<file path="src/rtl/decimal_pkg.sv">
// Shared constants for the decimal display path: value width, saturation ceiling, feeder FSM encoding.
package decimal_pkg;
   localparam int DISP_W      = 14;
   localparam int MAX_DISPLAY = 9999;

   localparam logic [1:0] S_IDLE      = 2'd0;
   localparam logic [1:0] S_LATCH     = 2'd1;
   localparam logic [1:0] S_WAIT_BUSY = 2'd2;
   localparam logic [1:0] S_WAIT_DONE = 2'd3;
endpackage

</file>
<file path="src/rtl/decimal_feeder_if.sv">
// Value input and driver handshake bundle between application, feeder and decimal driver.
interface decimal_feeder_if #(
   parameter int VALUE_W = 16
);
   import decimal_pkg::*;

   logic               value_valid;
   logic [VALUE_W-1:0] value;
   logic               value_ready;
   logic               disp_busy;
   logic               disp_latch;
   logic [DISP_W-1:0]  disp_data;
   logic               pending;
   logic               overflow;

   modport master (
      output value_valid, value, disp_busy,
      input  value_ready, disp_latch, disp_data, pending, overflow
   );

   modport slave (
      input  value_valid, value, disp_busy,
      output value_ready, disp_latch, disp_data, pending, overflow
   );
endinterface

</file>
<file path="src/rtl/decimal_feeder_refresh_timer.sv">
// Loadable down-counter; load wins over decrement, o_zero flags an expired interval.
module refresh_timer #(
   parameter int W        = 24,
   parameter int LOAD_VAL = 12_000_000
) (
   input  logic clk,
   input  logic rst,
   input  logic i_load,
   input  logic i_en,
   output logic o_zero
);
   logic [W-1:0] r_cnt;

   always_ff @(posedge clk or posedge rst) begin
      if (rst) begin
         r_cnt <= W'(LOAD_VAL);
      end else if (i_load) begin
         r_cnt <= W'(LOAD_VAL);
      end else if (i_en && (r_cnt != '0)) begin
         r_cnt <= r_cnt - 1'b1;
      end
   end

   assign o_zero = (r_cnt == '0);
endmodule

</file>
<file path="src/rtl/decimal_feeder.sv">
// Saturating latest-wins feeder for the decimal driver: one latch per frame, only while the driver is idle.
// Latch follows an accept by one cycle; never back-pressures; retries frames the driver fails to acknowledge.
module decimal_feeder #(
   parameter int VALUE_W        = 16,
   parameter int MAX_DISPLAY    = decimal_pkg::MAX_DISPLAY,
   parameter int REFRESH_CYCLES = 12_000_000,
   parameter int ACK_TIMEOUT    = 4
) (
   input  logic             clk,
   input  logic             rst,
   decimal_feeder_if.slave  bus
);
   import decimal_pkg::*;

   localparam int TMR_W = (REFRESH_CYCLES < 2) ? 1 : $clog2(REFRESH_CYCLES + 1);
   localparam int ACK_W = (ACK_TIMEOUT < 2) ? 1 : $clog2(ACK_TIMEOUT + 1);
   localparam logic [VALUE_W-1:0] MAX_V    = VALUE_W'(MAX_DISPLAY);
   localparam logic [ACK_W-1:0]   ACK_LAST = ACK_W'(ACK_TIMEOUT - 1);
   localparam logic               REFRESH_EN = (REFRESH_CYCLES != 0);

   logic [1:0]        r_state;
   logic              r_latch;
   logic [DISP_W-1:0] r_data;
   logic [DISP_W-1:0] r_hold;
   logic              r_pending;
   logic              r_over;
   logic [ACK_W-1:0]  r_ack;

   logic              w_over;
   logic [DISP_W-1:0] w_sat;
   logic              w_tmr_zero;
   logic              w_tmr_load;
   logic              w_tmr_en;
   logic              w_refresh_due;

   // Full-width compare so large inputs never alias into the 14-bit range.
   assign w_over = (bus.value > MAX_V);
   assign w_sat  = w_over ? DISP_W'(MAX_DISPLAY) : bus.value[DISP_W-1:0];

   assign w_tmr_load    = (r_state == S_WAIT_DONE) && !bus.disp_busy;
   assign w_tmr_en      = (r_state == S_IDLE) && !r_pending && !w_tmr_zero;
   assign w_refresh_due = REFRESH_EN && (r_state == S_IDLE) && !r_pending &&
                          w_tmr_zero && !bus.disp_busy;

   refresh_timer #(
      .W        (TMR_W),
      .LOAD_VAL (REFRESH_CYCLES)
   ) u_refresh_timer (
      .clk    (clk),
      .rst    (rst),
      .i_load (w_tmr_load),
      .i_en   (w_tmr_en),
      .o_zero (w_tmr_zero)
   );

   always_ff @(posedge clk or posedge rst) begin
      if (rst) begin
         r_state   <= S_IDLE;
         r_latch   <= 1'b0;
         r_data    <= '0;
         r_hold    <= '0;
         r_pending <= 1'b1;
         r_over    <= 1'b0;
         r_ack     <= '0;
      end else begin
         r_latch <= 1'b0;
         case (r_state)
            S_IDLE: begin
               if (r_pending && !bus.disp_busy) begin
                  r_latch   <= 1'b1;
                  r_data    <= r_hold;
                  r_pending <= 1'b0;
                  r_state   <= S_LATCH;
               end else if (w_refresh_due) begin
                  r_latch <= 1'b1;
                  r_state <= S_LATCH;
               end
            end
            S_LATCH: begin
               r_ack   <= '0;
               r_state <= S_WAIT_BUSY;
            end
            S_WAIT_BUSY: begin
               if (bus.disp_busy) begin
                  r_state <= S_WAIT_DONE;
               end else begin
                  r_ack <= r_ack + 1'b1;
                  if (r_ack == ACK_LAST) begin
                     r_pending <= 1'b1;
                     r_state   <= S_IDLE;
                  end
               end
            end
            default: begin
               if (!bus.disp_busy) r_state <= S_IDLE;
            end
         endcase
         // An accept overrides the pending clear above, so a value arriving with a latch gets its own frame.
         if (bus.value_valid) begin
            r_hold    <= w_sat;
            r_pending <= 1'b1;
            r_over    <= w_over;
         end
      end
   end

   assign bus.value_ready = 1'b1;
   assign bus.disp_latch  = r_latch;
   assign bus.disp_data   = r_data;
   assign bus.pending     = r_pending;
   assign bus.overflow    = r_over;
endmodule
</file>
<file path="src/flat_wrapper.sv">
// flat-port wrapper written by rule: the top's interface ports become plain ports
module decimal_feeder_flat import decimal_pkg::*;
#(
   parameter int VALUE_W        = 16,
   parameter int MAX_DISPLAY    = decimal_pkg::MAX_DISPLAY,
   parameter int REFRESH_CYCLES = 12_000_000,
   parameter int ACK_TIMEOUT    = 4
)
  (clk, rst, bus_value_valid, bus_value, bus_disp_busy, bus_value_ready, bus_disp_latch, bus_disp_data, bus_pending, bus_overflow);
  decimal_feeder_if #(.VALUE_W(VALUE_W)) bus_i ();
  input  logic clk;
  input  logic rst;
  input wire logic [$bits(bus_i.value_valid)-1:0] bus_value_valid;
  input wire logic [$bits(bus_i.value)-1:0] bus_value;
  input wire logic [$bits(bus_i.disp_busy)-1:0] bus_disp_busy;
  output wire logic [$bits(bus_i.value_ready)-1:0] bus_value_ready;
  output wire logic [$bits(bus_i.disp_latch)-1:0] bus_disp_latch;
  output wire logic [$bits(bus_i.disp_data)-1:0] bus_disp_data;
  output wire logic [$bits(bus_i.pending)-1:0] bus_pending;
  output wire logic [$bits(bus_i.overflow)-1:0] bus_overflow;
  assign bus_i.value_valid = bus_value_valid;
  assign bus_i.value = bus_value;
  assign bus_i.disp_busy = bus_disp_busy;
  assign bus_value_ready = bus_i.value_ready;
  assign bus_disp_latch = bus_i.disp_latch;
  assign bus_disp_data = bus_i.disp_data;
  assign bus_pending = bus_i.pending;
  assign bus_overflow = bus_i.overflow;
  decimal_feeder #(.VALUE_W(VALUE_W), .MAX_DISPLAY(MAX_DISPLAY), .REFRESH_CYCLES(REFRESH_CYCLES), .ACK_TIMEOUT(ACK_TIMEOUT)) u_core (.clk(clk), .rst(rst), .bus(bus_i));
endmodule
</file>
<file path="config.mk">
export PLATFORM = sky130hd
export DESIGN_NAME = decimal_feeder_flat
export DESIGN_NICKNAME = d
export VERILOG_FILES = /design/src/rtl/decimal_pkg.sv /design/src/rtl/decimal_feeder_if.sv /design/src/rtl/decimal_feeder_refresh_timer.sv /design/src/rtl/decimal_feeder.sv /design/src/flat_wrapper.sv
export SDC_FILE = /design/constraint.sdc
export NUM_CORES = 1
export LEC_CHECK = 0
export ABC_CLOCK_PERIOD_IN_PS = 3300
export CAP_MARGIN = 20
export CORE_MARGIN = 2
export CORE_UTILIZATION = 59
export DETAILED_ROUTE_END_ITERATION = 16
export GPL_ROUTABILITY_DRIVEN = 1
export PLACE_DENSITY_LB_ADDON = 0.15
export SLEW_MARGIN = 20
export SYNTH_ARGS = -nofsm -noshare
export SYNTH_HDL_FRONTEND = slang
export SYNTH_SLANG_ARGS = --single-unit
</file>
<file path="constraint.sdc">
create_clock -name clk -period 3.3 [get_ports clk]
set_input_delay 0.66 -clock clk [delete_from_list [all_inputs] [get_ports clk]]
set_output_delay 0.66 -clock clk [all_outputs]
set_load 0.01 [all_outputs]
</file>
* After elaboration in Yosys (flattened, before gate mapping)
Index checks and enable logic that the tools add are counted.
** Operators by class
- Add/sub/neg operators :: 2
- $lt $le $gt $ge :: 1
- Eq/ne operators :: 11
- Muxes and demuxes :: 19
- Reductions and logical operators :: 20
** Operators with widths (count)
- $mux W24 :: 2
- $logic_not A24 Y1 :: 1
- $reduce_bool A24 Y1 :: 1
- $sub A24 B1 Y24 const B :: 1
- $gt A16 B14 Y1 const B :: 1
- $mux W14 :: 1
- $mux W2 :: 5
- $ne A3 B2 Y1 const B :: 3
- $logic_and A1 B1 Y1 :: 7
- $mux W1 :: 7
- $ne A3 B3 Y1 const B :: 2
- $pmux W2 S3 :: 1
- $pmux W3 S2 :: 1
- $eq A2 B2 Y1 const B :: 2
- $ne A4 B1 Y1 const B :: 1
- $reduce_and A2 Y1 :: 2
- $reduce_and A4 Y1 :: 1
- $reduce_bool A2 Y1 :: 2
- $add A3 B1 Y3 const B :: 1
- $eq A3 B2 Y1 const B :: 1
- $logic_not A1 Y1 :: 3
- $mux W3 :: 1
- $reduce_and A3 Y1 :: 1
- $reduce_bool A3 Y1 :: 1
- 4 further kinds :: 4
** Word-level totals
- Register bits after elaboration :: 60
- Bits of input ports :: 20
- Output and inout bits :: 18
- Logic and storage cells :: 61

* Depth between registers and ports, before layout
- Word-level depth :: 7
- Gate-level depth with buffers :: 7

* Cells and area by module
Synthesis repeated with hierarchy kept, for this count alone.
** Second synthesis, totals
- Cell total of the unflattened synthesis :: 302
- Area, all modules :: 3057.9 µm²
** Modules (own cells, without submodules)
- decimal_feeder :: instances 1, cells each 159, area each 1649.1 µm², sequential area each 902.1 µm²
- refresh_timer :: instances 1, cells each 143, area each 1408.9 µm², sequential area each 613.1 µm²

* Least setup slack after synthesis
Ideal clock, no wire load.
- Path type :: input port to flip-flop
- From :: in bus_disp_busy
- To :: reg u_core.r_data[2], in the netlist u_core.bus.disp_data[2]
- Data arrival time :: 1707 ps
- Setup slack :: 1468 ps
- Cell stages on the path :: 5
- Buffers on the path :: 2
- Path through :: nor3_2 > and2_1 > clkbuf_1 > buf_4 > mux2_2
** On the way
- Cells in the longest elaborated chain, start to end :: 3
** RTL lines
- start, declared :: RTL line flat_wrapper.sv:15 : input wire logic [$bits(bus_i.disp_busy)-1:0] bus_disp_busy;
- $logic_not A1 Y1 :: RTL line decimal_feeder.sv:69 : if (r_pending && !bus.disp_busy) begin
- $logic_and A1 B1 Y1 :: RTL line decimal_feeder.sv:69
- $reduce_and A2 Y1 (no source line)
- end signal, assigned :: RTL line decimal_feeder.sv:71 : r_data <= r_hold;
- end, declared :: RTL line decimal_feeder.sv:23 : logic [DISP_W-1:0] r_data;
No other way between the ends.
A chain may end at the register's enable or synchronous reset.

* Final worst setup path
- From :: in bus_disp_busy
- To :: reg u_core.r_data[11], in the netlist u_core.bus.disp_data[11]
Same word-level chain as after synthesis.

==> results.ini <==
[outcome]
status = finished, final reports clean

[critical_path]
required_ns = 3.51
worst_setup_path_start_kind = primary input
crit_arrival_ns = 2.40
worstSetupPathType = in -> reg
cp-end-kind = flop
critPathMaxFanout = 14

[logic_synthesis]
ys_warn_count = 0
avgSynthCellArea_um2 = 11.3
synth_compound_area_share_pct = 11.0
synth-simple-area-share_pct = 20.6
synth_cell_type_count = 53
synth_area_leader_cell = dfrtp_1
synth_fa_ha_area_share_pct = 1.72
synthXorXnorAreaFrac_pct = 3.01
synth_top_family_by_area = simple AND/OR/NAND/NOR gates
synth_mux_area_share_pct = 7.52
yosys_register_bits = 60
synth_area_leaders = dfrtp_1 42%, dfstp_2 9.9%, mux2_2 3.9%
synth_area_um2 = 2910
synth_seq_area_share_pct = 52.1
synth_top_area_share_pct = 42.1
synth_nets = 281
netlist_instances = 257

[cts]
clkTransAtPathRegs_ns = 0.07
root_buffer = clkbuf_8
numClockSinks = 60
cts_max_level = 3
cts_tree = built
clockBufferDepth = 2
cts-hold-fix-buffers = 0
clk_latency_ns = 0.33
cts_setup_buffers = 0
cts_buffers = 9
postCtsResizedCells = 0

[detailed_routing]
drt-pass1-iter-count = 4
wl_met2_um = 2680
drtIter0Drc = 94
dr.max_layer_used = met4
m1WireLength_um = 2610
wirelength_um = 5680
wl_met3_um = 285
ant_nets = 0
drcViolationCount = 0
wl_per_cell_um = 15.4
via_per_inst = 5.69
dr_total_vias = 2093

[placement]
placed_cell_area_um2 = 3310
place.gp.congestion = 0.800
port_buffers = 36
hpwl_um = 3960

[power]
switching_power_uw = 806
p_clk_share_pct = 25.9
internal_power_mw = 1.63
p_sw_share_pct = 33.0
pwr_density_cell_nw_per_um2 = 699
p_leak_nw = 1.34
seqPwrFrac_pct = 44.0
power_frac_comb_pct = 30.1
ir_worst_vdd_uv = 445

[cells_and_area]
n_antenna_cell = 0
final_area_um2 = 3490
area_growth_pct = 19.9
fill_cells = 351
final_common_cell = dfrtp_1
layout.nets = 320
layout-drive-gt1-share_pct = 19.6
final_cell_mix = 49 x dfrtp_1, 36 x clkdlybuf4s50_1, 25 x nand2_1, 18 x nor2_1, 13 x o21ai_0

[timing]
fin_tns_setup_ns = 0
setup_violations = 0
tightest_slew_ns = 0.653
finalCriticalPeriod_ns = 2.19
rsz0062_at_grt = false
worst_slew_margin_rel_pct = 56.5
fmax_mhz = 456
finClkSkew_ns = 0.00555
period_share_pct = 66.4
hold_violations = 0
slew_viol_final = 0

[floorplan]
io_pins = 38
start_util_pct = 61.2
rows = 25
die_area_um2 = 5510
die_x_um = 74.2
core-area_um2 = 4750
dieHeight_um = 74.2

[grt]
grt_max_degree = 24
grt_pass1_wl_um = 9620
grt.total_usage_pct = 23.5
overflow = 0
first_global_vias = 2095
antenna_found_initial = 0

[run]
drv_cap = 0

[hold_path]
holdCritPathClass = reg -> reg

path summary, 6_finish.rpt:
kind	start	end	slack, ns	depth (start not counted)
worst min-delay path	u_core.r_hold[0]	u_core.bus.disp_data[0]	0.49	1
min in group asynchronous	rst	u_core.bus.disp_data[7]	0.68	2
max in group asynchronous	rst	u_core.bus.pending	1.92	3
worst max-delay path	bus_disp_busy	u_core.bus.disp_data[11]	1.11	4
worst min register to register	u_core.r_hold[0]	u_core.bus.disp_data[0]	0.49	1
worst max register to register	u_core.u_refresh_timer.r_cnt[4]	u_core.u_refresh_timer.r_cnt[22]	1.12	5
power by group through the flow:
stage                     clock, mW  sequential [mW]  combinational (mW)
after CTS                     0.640             1.07               0.739
after global routing          0.676             1.10               0.806
final                         0.631             1.07               0.734
after detailed placement          0             1.08               0.733
after floorplan                   0             1.07               0.445
after global placement            0             1.08               0.710
through the flow:
| step | util [%] | cells | worst slack (ns) | total power [mW] | hold slack [ns] |
|---|---|---|---|---|---|
| after floorplan | - | 257 | 1.17 | 1.51 | 0.450 |
| after global placement | 69.6 | 352 | 0.813 | 1.79 | 0.468 |
| after detailed placement | 69.6 | 352 | 0.727 | 1.81 | 0.478 |
| after CTS | 73.4 | 368 | 1.08 | 2.45 | 0.493 |
| after global routing | 73.4 | 368 | 1.00 | 2.58 | 0.513 |
| final | 73.4 | 368 | 1.11 | 2.44 | 0.493 |
logic make-up (layout without fill, tap and decap cells):
family | count (synthesis) | after routing
simple gates | 95 | 95
flops | 60 | 60
compound gates | 45 | 45
buf+inv | 22 | 66
mux | 20 | 20
xor+xnor | 10 | 10
fa+ha+maj | 4 | 4
other cells | 1 | 1
synth_stat cells, drive strengths merged:
master / n
o22a: 10
and2: 4
a211oi: 2
nand4: 5
nand3: 8
nor4: 8
dfstp: 11
nand4b: 2
ha: 4
and4: 1
o311ai: 2
a311oi: 1
inv: 10
nand3b: 1
and4b: 1
buf: 7
nand2: 26
a21o: 3
o31ai: 1
mux2: 15
nor2: 18
o21ai: 15
dfrtp: 49
o21a: 1
a21oi: 5
mux2i: 5
o41ai: 2
o21bai: 1
or3: 5
o211ai: 1
or2: 2
conb: 1
clkbuf: 5
or4: 1
nor4b: 2
nor2b: 3
nand2b: 1
nor3: 7
a41oi: 1
xnor2: 10
worst max-delay path, stage by stage:
cell             delay (ns)
clkdlybuf4s50_1        0.48
nor3_2                 0.27
and2_1                 0.59
mux2_2                 0.41
final cells by class:
cell class                      instances  area, µm²  share of cell area, %
Clock inverter                          5       52.6                   1.51
Inverter                               10       37.5                   1.08
Timing Repair Buffer                   40        390                   11.2
Sequential cell                        60       1520                   43.4
Multi-Input combinational cell        175       1280                   36.7
Clock buffer                           11        131                   3.76
Tap cell                               67       83.8                   2.40
layer usage:
layer | up-vias | GRT usage, %
li1 | 999 | -
met1 | 1031 | 31.1
met2 | 54 | 35.3
met3 | 9 | 6.91
met4 | 0 | 12.5
met5 | - | 0
registers in the layout (all words and copies together) (netlist names):
signal	cells
u_core.u_refresh_timer.r_cnt	24
u_core.bus.disp_data	14
u_core.r_hold	14
u_core.r_ack	3
u_core.r_state	2
u_core.bus.disp_latch	1
u_core.bus.overflow	1
u_core.bus.pending	1
(Power assumes the default switching activity.)
